## config.mk

```make
export PLATFORM = sky130hd
export DESIGN_NAME = feature_seq_ctrl
export DESIGN_NICKNAME = d
export VERILOG_FILES = /design/src/rtl/feature_seq_ctrl.sv
export SDC_FILE = /design/constraint.sdc
export NUM_CORES = 1
export LEC_CHECK = 0
export CAP_MARGIN = 10
export CORE_MARGIN = 5
export CORE_UTILIZATION = 43
export DETAILED_ROUTE_END_ITERATION = 7
export GPL_TIMING_DRIVEN = 0
export SLEW_MARGIN = 30
export SYNTH_ARGS = -nofsm -noshare
export SYNTH_HDL_FRONTEND = slang
export SYNTH_SLANG_ARGS = --single-unit
```

## constraint.sdc

```tcl
create_clock -name clk_100 -period 7.1 [get_ports clk_100]
set_clock_uncertainty 0.05 [all_clocks]
set_input_delay 1.42 -clock clk_100 [delete_from_list [all_inputs] [get_ports clk_100]]
set_output_delay 1.42 -clock clk_100 [all_outputs]
set_load 0.05 [all_outputs]
```

## src/rtl/feature_seq_ctrl.sv

```systemverilog
// Feature sequencer: runs LBP then histogram engines, banks their words, drains them to the classifier.
// Optional watchdog per engine phase is compiled in with `define FEATSEQ_TIMEOUT_EN.
module feature_seq_ctrl #(
  parameter int NUM_FEAT       = 17,
  parameter int IDX_W          = 5,
  parameter int DATA_W         = 32,
  parameter int TIMEOUT_CYCLES = 65535
) (
  input  logic              clk_100,
  input  logic              reset_n,
  input  logic              feature_start,
  output logic              lbp_start,
  input  logic              lbp_done,
  output logic              hist_start,
  input  logic              hist_done,
  input  logic              cap_valid,
  input  logic [IDX_W-1:0]  cap_idx,
  input  logic [DATA_W-1:0] cap_data,
  output logic              out_valid,
  input  logic              out_ready,
  output logic [IDX_W-1:0]  out_idx,
  output logic [DATA_W-1:0] out_data,
  output logic              out_last,
  output logic              busy,
  output logic              done_features,
  output logic              incomplete,
  output logic              timeout
);

  typedef enum logic [2:0] {
    ST_IDLE,
    ST_LBP,
    ST_HIST,
    ST_DRAIN,
    ST_DONE
  } state_t;

  localparam logic [IDX_W-1:0] LAST_IDX  = IDX_W'(NUM_FEAT - 1);
  localparam logic [IDX_W:0]   NUM_FEAT_X = (IDX_W + 1)'(NUM_FEAT);

  state_t              r_state;
  logic [DATA_W-1:0]   r_bank [NUM_FEAT];
  logic [NUM_FEAT-1:0] r_written;
  logic [IDX_W-1:0]    r_out_idx;
  logic                r_lbp_start;
  logic                r_hist_start;
  logic                r_out_valid;
  logic                r_done;
  logic                r_incomplete;
  logic                r_timeout;

  logic w_cap_phase;
  logic w_idx_in_range;
  logic w_cap_ok;
  logic w_cap_bad;
  logic w_fire;
  logic w_expired;

  assign w_cap_phase    = (r_state == ST_LBP) || (r_state == ST_HIST);
  assign w_idx_in_range = ({1'b0, cap_idx} < NUM_FEAT_X);
  assign w_cap_ok       = w_cap_phase && cap_valid && w_idx_in_range;
  assign w_cap_bad      = w_cap_phase && cap_valid && !w_idx_in_range;
  assign w_fire         = r_out_valid && out_ready;

`ifdef FEATSEQ_TIMEOUT_EN
  localparam int CNT_W = $clog2(TIMEOUT_CYCLES + 1);

  logic [CNT_W-1:0] r_timer;

  // Counter restarts on every phase entry: it is zero in IDLE and cleared on the LBP->HIST hop.
  always_ff @(posedge clk_100 or negedge reset_n) begin
    if (!reset_n) begin
      r_timer <= '0;
    end else if (!w_cap_phase || (r_state == ST_LBP && lbp_done)) begin
      r_timer <= '0;
    end else if (!w_expired) begin
      r_timer <= r_timer + 1'b1;
    end
  end

  assign w_expired = (r_timer == CNT_W'(TIMEOUT_CYCLES));
`else
  logic w_unused_timeout_cfg;

  assign w_unused_timeout_cfg = (TIMEOUT_CYCLES == 0);
  assign w_expired            = 1'b0;
`endif

  // NOTE: the bank is a small register file, so it is cleared on reset like any other state;
  // a large RAM-mapped bank would instead rely on the written bitmap alone.
  always_ff @(posedge clk_100 or negedge reset_n) begin
    if (!reset_n) begin
      for (int i = 0; i < NUM_FEAT; i++) begin
        r_bank[i] <= '0;
      end
    end else if (w_cap_ok) begin
      r_bank[cap_idx] <= cap_data;
    end
  end

  // NOTE: all state and registered outputs use non-blocking assignments so every branch
  // sees the pre-edge values regardless of statement order.
  always_ff @(posedge clk_100 or negedge reset_n) begin
    if (!reset_n) begin
      r_state      <= ST_IDLE;
      r_written    <= '0;
      r_out_idx    <= '0;
      r_lbp_start  <= 1'b0;
      r_hist_start <= 1'b0;
      r_out_valid  <= 1'b0;
      r_done       <= 1'b0;
      r_incomplete <= 1'b0;
      r_timeout    <= 1'b0;
    end else begin
      r_lbp_start  <= 1'b0;
      r_hist_start <= 1'b0;
      r_done       <= 1'b0;

      if (w_cap_ok) begin
        r_written[cap_idx] <= 1'b1;
      end
      if (w_cap_bad) begin
        r_incomplete <= 1'b1;
      end

      case (r_state)
        ST_IDLE: begin
          if (feature_start) begin
            r_state      <= ST_LBP;
            r_lbp_start  <= 1'b1;
            r_written    <= '0;
            r_incomplete <= 1'b0;
            r_timeout    <= 1'b0;
          end
        end
        ST_LBP: begin
          if (lbp_done) begin
            r_state      <= ST_HIST;
            r_hist_start <= 1'b1;
          end else if (w_expired) begin
            r_state   <= ST_DONE;
            r_timeout <= 1'b1;
            r_done    <= 1'b1;
          end
        end
        ST_HIST: begin
          if (hist_done) begin
            r_state     <= ST_DRAIN;
            r_out_valid <= 1'b1;
            r_out_idx   <= '0;
          end else if (w_expired) begin
            r_state   <= ST_DONE;
            r_timeout <= 1'b1;
            r_done    <= 1'b1;
          end
        end
        ST_DRAIN: begin
          if (w_fire) begin
            if (r_out_idx == LAST_IDX) begin
              r_state     <= ST_DONE;
              r_out_valid <= 1'b0;
              r_out_idx   <= '0;
              r_done      <= 1'b1;
              if (!(&r_written)) begin
                r_incomplete <= 1'b1;
              end
            end else begin
              r_out_idx <= r_out_idx + 1'b1;
            end
          end
        end
        ST_DONE: begin
          r_state <= ST_IDLE;
        end
        default: begin
          r_state <= ST_IDLE;
        end
      endcase
    end
  end

  // Read data comes straight from registers, so it is held stable for free during stalls.
  assign out_data      = (r_out_valid && r_written[r_out_idx]) ? r_bank[r_out_idx] : '0;
  assign out_valid     = r_out_valid;
  assign out_idx       = r_out_idx;
  assign out_last      = r_out_valid && (r_out_idx == LAST_IDX);
  assign lbp_start     = r_lbp_start;
  assign hist_start    = r_hist_start;
  assign busy          = (r_state != ST_IDLE);
  assign done_features = r_done;
  assign incomplete    = r_incomplete;
  assign timeout       = r_timeout;

endmodule

```

==> flow_metrics.tcl, run 1 <==
set metrics [dict create \
    status "completed" \
    max_cap_violations 0 \
    cts_root_buffer "clkbuf_16" \
    core_region_area_um2 60400 \
    syn-instance-count 1838 \
    achievable-frequency_mhz 146 \
    worst_ep_required_time_ns 5.63 \
    ys.flop_type "dfrtp_1" \
    hold_viol 0 \
    synth_cell_type_count 55 \
    min_period_over_period_pct 96.3 \
    ios 89 \
    layout-drive-gt1-share_pct 41.9 \
    rows 90 \
    worstSetupPathType "register to primary output" \
    total_leakage_power_nw 14.6 \
    cts_num_sinks 574 \
    drt_drc_violations_left 0 \
    finalWorstPathRequiredPeriod_ns 6.84 \
    grt_usage_pct 25.2 \
    avgViaCountPerCell 5.98 \
    clockPowerShare_pct 34.4 \
    p_sw_mw 3.09 \
    post-synth-top-area-cell "dfrtp_1" \
    slew_headroom_pct 28.9 \
    first_global_vias 17745 \
    sum_of_overflow_across_all_layers_after_global_routing 0 \
    detailedPlacementHpwl_um 54100 \
    timing.hold.worst.class "register to register" \
    clk_pin_slew_worst_paths_ns 0.06 \
    setup_viols_final 0 \
    global_route_wire_length_before_repair_um 123000 \
    slew_violations 0 \
    yosys_warnings 0 \
    synth.net_count 1884 \
    biggest_area_contributors_in_the_synthesized_netlist "dfrtp_1, mux2_2, mux4_2" \
    die-width_um 257 \
    tritoncts "built" \
    yosys.cell_count.top_type "mux2_2" \
    cts_made_buffers 60 \
    placed_cell_area_um2 28300 \
    synthArstFlopShare_pct 100 \
    ant_nets 0 \
    largest_net_degree_at_the_start_of_global_routing 87 \
    syn_area_per_cell_um2 14.3 \
    insertion_delay_ns 0.63 \
    rsz0062_at_grt "no" \
    grt_antenna_before_repair 0 \
    yosys_register_bits 574 \
    die-area_um2 66100 \
    power-per-cell-area_nw_per_um2 305 \
    io_buffers 85 \
    final_net_count 2040 \
    seq_total_area_yosys_pct 54.7 \
    seqPwrFrac_pct 38.5 \
    vdd.ir_drop.worst_v 0.000208 \
    drt_first_iter_violations 1471 \
    detailroute.via_count 16905 \
    max_fanout_on_critical_path 11 \
    cts_repair_resize_count 0 \
    initial_utilization_pct 43.5 \
    cts_setup_buffers 0 \
    synthTopCellsByCount "mux2_2, dfrtp_1, clkbuf_1, mux4_2, nor2_1" \
    cts.hold.buffers_added 0 \
    worst_ep_arrival_time_ns 5.37 \
    worstMarginPinSlew_ns 1.07 \
    sw_frac_of_total_pct 33.4 \
    wl_um 84800 \
    final_cell_area_um2 30400 \
    die_y_um 257 \
    drt_pre_antenna_iters 5 \
    fin_tns_setup_ns 0 \
    area_growth_syn_to_fin_pct 15.7 \
    setup_ws_ns 0.261 \
    cellInternalPower_mw 6.17 \
    share_of_the_synthesized_area_in_the_top_cell_type_pct 54.7 \
    drt-wirelength-per-cell_um 30.0 \
    reg2reg_setup_slack_ns 2.85 \
    netlist_area_um2 26200 \
    nature_of_the_critical_path_startpoint "register" \
    ctsLongestPathBuffers 3 \
    gp_routability_congestion 0.858 \
    synth_edf_count 0 \
    cts.htree.levels 2 \
    detailedPlace.worstSlack_ns 0.830 \
    worstSetupEndpointType "primary output" \
    comb_power_share_pct 27.1 \
]
final timing paths:
path,cells after the start,start,end
worst max-delay path,9,out_idx[1],out_data[3]
worst min-delay path,1,r_bank[207],r_bank[207]
worst max register to register,11,out_idx[0],out_idx[4]
worst min register to register,1,r_bank[207],r_bank[207]
max in group asynchronous,4,reset_n,r_bank[158]
min in group asynchronous,1,reset_n,r_bank[49]
sequential cells by signal (all words and copies together) (netlist names):
register / count
done_features: 1
hist_start: 1
incomplete: 1
lbp_start: 1
out_idx: 5
out_valid: 1
r_bank: 544
r_state: 3
r_written: 17
per-layer routing:
| layer | vias to the layer above | routed length, um | GRT usage, % | share of wire (%) |
|---|---|---|---|---|
| li1 | 7106 | - | - | - |
| met1 | 9102 | 37200 | 35.6 | 44 |
| met2 | 559 | 38800 | 39.2 | 46 |
| met3 | 138 | 5640 | 4.95 | 6.6 |
| met4 | 0 | 3140 | 9.28 | 3.7 |
| met5 | - | 0 | 0 | 0 |
power groups by stage:
stage | registers, mW | logic [mW] | clock network, mW
2_1_floorplan | 3.63 | 1.40 | 0
3_3_place_gp | 3.63 | 2.46 | 0
3_5_place_dp | 3.63 | 2.49 | 0
4_1_cts | 3.57 | 2.49 | 3.23
5_1_grt | 3.59 | 2.60 | 3.35
6_report | 3.57 | 2.51 | 3.19
cells by family (layout without fill, tap and decap cells):
logic type,Yosys count,in the layout,share of synthesized area (%)
buffers and inverters,170,376,2.78
and+or+nand+nor,179,179,3.63
other,1,2,0.0143
muxes,738,738,34.2
AOI/OAI and AO/OA,173,173,4.51
DFF,574,574,54.7
xor gates and xnor gates,1,1,0.0620
adders and majority gates,2,2,0.0953
metrics by stage:
stage / hold slack [ns] / instances / total power [mW] / utilization, %
6_report: 0.434 / 2827 / 9.27 / 50.3
2_1_floorplan: 0.406 / 1838 / 5.03 / -
3_3_place_gp: 0.415 / 2705 / 6.08 / 46.5
3_5_place_dp: 0.424 / 2714 / 6.11 / 47.0
4_1_cts: 0.438 / 2826 / 9.29 / 50.3
5_1_grt: 0.438 / 2826 / 9.54 / 50.3
critical path, stage by stage, from the launching register on:
cell and delay, ns:
dfrtp_1 0.56, clkbuf_1 0.78, clkbuf_1 0.75, nand3b_1 0.21, clkbuf_1 0.71, o22ai_1 0.16
nor4_1 0.56, a21oi_1 0.08, nor2_1 0.11, clkdlybuf4s50_1 0.82
layout by cell type (no fill, tap or decap), types with 10 or more instances in the layout:
cell | synthesis | layout
clkdlybuf4s50_1 | 0 | 84
clkbuf_16 | 0 | 61
dfrtp_1 | 574 | 574
a21oi_1 | 45 | 45
inv_1 | 13 | 13
clkinv_2 | 0 | 10
clkbuf_1 | 86 | 82
mux2i_1 | 60 | 60
nand2_1 | 39 | 39
clkbuf_2 | 0 | 18
mux2_2 | 584 | 584
clkbuf_8 | 0 | 23
buf_2 | 59 | 61
a22oi_1 | 11 | 11
a211oi_1 | 10 | 10
mux2_1 | 29 | 29
o221ai_1 | 12 | 12
o21ai_0 | 11 | 11
nor2_1 | 61 | 60
o22ai_1 | 40 | 40
a22o_1 | 12 | 12
mux4_2 | 65 | 65
nor2b_1 | 14 | 14
layout make-up:
class / count / area, um2
sequential: 574 / 14400
inverter: 13 / 48.8
clock buffer: 98 / 1900
antenna: 1 / 2.50
buffer: 157 / 707
tap: 782 / 978
multi-input combinational: 1094 / 11200
fill: 5171 / 30000
timing repair buffer: 94 / 1070
clock inverter: 14 / 105
Power figures use the tool's default switching activity.
==> run 2: changes to the inputs <==
CTS_CLUSTER_SIZE = 12   (was unset)
SLEW_MARGIN = 20   (was 30)
==> run 2 against run 1 <==
Compared with the run above: fmax decreased by 2.8%; total power fell by 0.93%; critical path depth decreased by 1; utilization is 0.22 points lower; clock power shrank 3%; critical path type unchanged; largest power group unchanged.
==> flow_metrics.tcl, run 2 (synthesis results as in run 1) <==
set metrics [dict create \
    status "completed" \
    power-per-cell-area_nw_per_um2 304 \
    cts_setup_buffers 0 \
    ctsLongestPathBuffers 3 \
    post-layout-total-power_mw 9.18 \
    ios 89 \
    die_y_um 257 \
    gp_routability_congestion 0.858 \
    slew_headroom_pct 17.6 \
    worstSetupPathType "register to primary output" \
    largest_net_degree_at_the_start_of_global_routing 100 \
    cellInternalPower_mw 6.12 \
    seqPwrFrac_pct 38.9 \
    placed_cell_area_um2 28300 \
    setup_viols_final 0 \
    die-area_um2 66100 \
    clockPowerShare_pct 33.9 \
    cts.htree.levels 2 \
    total_leakage_power_nw 14.5 \
    comb_power_share_pct 27.2 \
    nature_of_the_critical_path_startpoint "register" \
    area_growth_syn_to_fin_pct 15.2 \
    io_buffers 85 \
    worstMarginPinSlew_ns 1.23 \
    avgViaCountPerCell 6.01 \
    cts_repair_resize_count 0 \
    global_route_wire_length_before_repair_um 123000 \
    drt_first_iter_violations 1498 \
    mostFrequentLayoutCells "mux2_2, dfrtp_1, clkbuf_1, clkdlybuf4s50_1, mux4_2" \
    rsz0062_at_grt "no" \
    max_fanout_on_critical_path 10 \
    ant_nets 0 \
    cts.hold.buffers_added 0 \
    first_global_vias 17700 \
    sum_of_overflow_across_all_layers_after_global_routing 0 \
    drt_drc_violations_left 0 \
    cts_made_buffers 60 \
    worst_ep_required_time_ns 5.63 \
    final.fill_count 5146 \
    cts_root_buffer "clkbuf_16" \
    max_cap_violations 0 \
    tritoncts "built" \
    core_region_area_um2 60400 \
    detailroute.via_count 16964 \
    wl_um 84700 \
    rows 90 \
    worst_ep_arrival_time_ns 5.57 \
    grt_antenna_before_repair 0 \
    reg2reg_setup_slack_ns 2.87 \
    layout-drive-gt1-share_pct 40.6 \
    die-width_um 257 \
    timing.hold.worst.class "register to register" \
    fin_tns_setup_ns 0 \
    top_register "r_bank" \
    slew_violations 0 \
    detailedPlacementHpwl_um 53800 \
    worstSetupEndpointType "primary output" \
    final_cell_area_um2 30200 \
    final_net_count 2039 \
    drt-wirelength-per-cell_um 30.0 \
    initial_utilization_pct 43.5 \
    cts_num_sinks 574 \
    min_period_over_period_pct 99.1 \
    sw_frac_of_total_pct 33.3 \
    achievable-frequency_mhz 142 \
    final_common_cell "mux2_2" \
    largest_register_ff_count 544 \
    insertion_delay_ns 0.63 \
    p_sw_mw 3.06 \
    clk_pin_slew_worst_paths_ns 0.06 \
    grt_usage_pct 25.3 \
    drt_pre_antenna_iters 5 \
    utilization_of_the_core_after_routing_pct 50.1 \
    hold_viol 0 \
    vdd.ir_drop.worst_v 0.000205 \
    finalWorstPathRequiredPeriod_ns 7.04 \
]
run 2: cell types whose count changed in the layout (fill, tap and decap cells not counted), sizes merged:
cell	delta
clkbuf	+2
clkinvlp	-1
buf	-1
clkinv	-7
diode	+1
run 2: area by class of cell:
type	instances	area [um2]	share of cell area, %
clock buffer	100	1860	6.16
antenna	2	5.00	0.0166
multi-input combinational	1094	11200	37.0
clock inverter	6	62.6	0.207
sequential	574	14400	47.5
inverter	13	48.8	0.161
tap	782	978	3.24
timing repair buffer	93	1040	3.45
buffer	157	688	2.28
run 2: final timing paths:
kind / start / end / cells past startpoint
min in group asynchronous: reset_n / r_bank[49] / 1
worst max-delay path: out_idx[3] / out_data[0] / 8
worst min-delay path: r_bank[207] / r_bank[207] / 1
worst max register to register: out_idx[0] / out_idx[4] / 11
worst min register to register: r_bank[207] / r_bank[207] / 1
max in group asynchronous: reset_n / r_state[0] / 3
run 2: power by group through the flow:
stage                     combinational, mW  sequential (mW)  clock (mW)
after global routing                   2.58             3.59        3.28
final                                  2.50             3.57        3.11
after CTS                              2.48             3.57        3.16
after global placement                 2.46             3.63           0
after detailed placement               2.48             3.63           0
after floorplan                        1.40             3.63           0
run 2: per-layer routing:
metal,wire [um],GRT usage (%)
met2,38900,39.5
met5,0,0
met3,5780,5.35
met1,36900,35.6
met4,3090,8.22
run 2: stage by stage:
step / hold slack (ns) / setup WS [ns] / cells
detailed placement: 0.424 / 0.809 / 2713
global placement: 0.415 / -20.49 / 2705
finish: 0.433 / 0.0646 / 2821
floorplan: 0.406 / 2.60 / 1838
global route: 0.437 / 0.0405 / 2819
CTS: 0.437 / 0.147 / 2819
run 2: worst max-delay path, cell delays in order (launching register included):
cell             delay (ns)
dfrtp_1                0.40
clkbuf_1               0.21
or2_2                  0.33
clkbuf_1               0.36
nor4b_2                1.14
a311oi_2               0.48
clkbuf_1               0.62
a21oi_1                0.52
clkdlybuf4s50_1        0.88
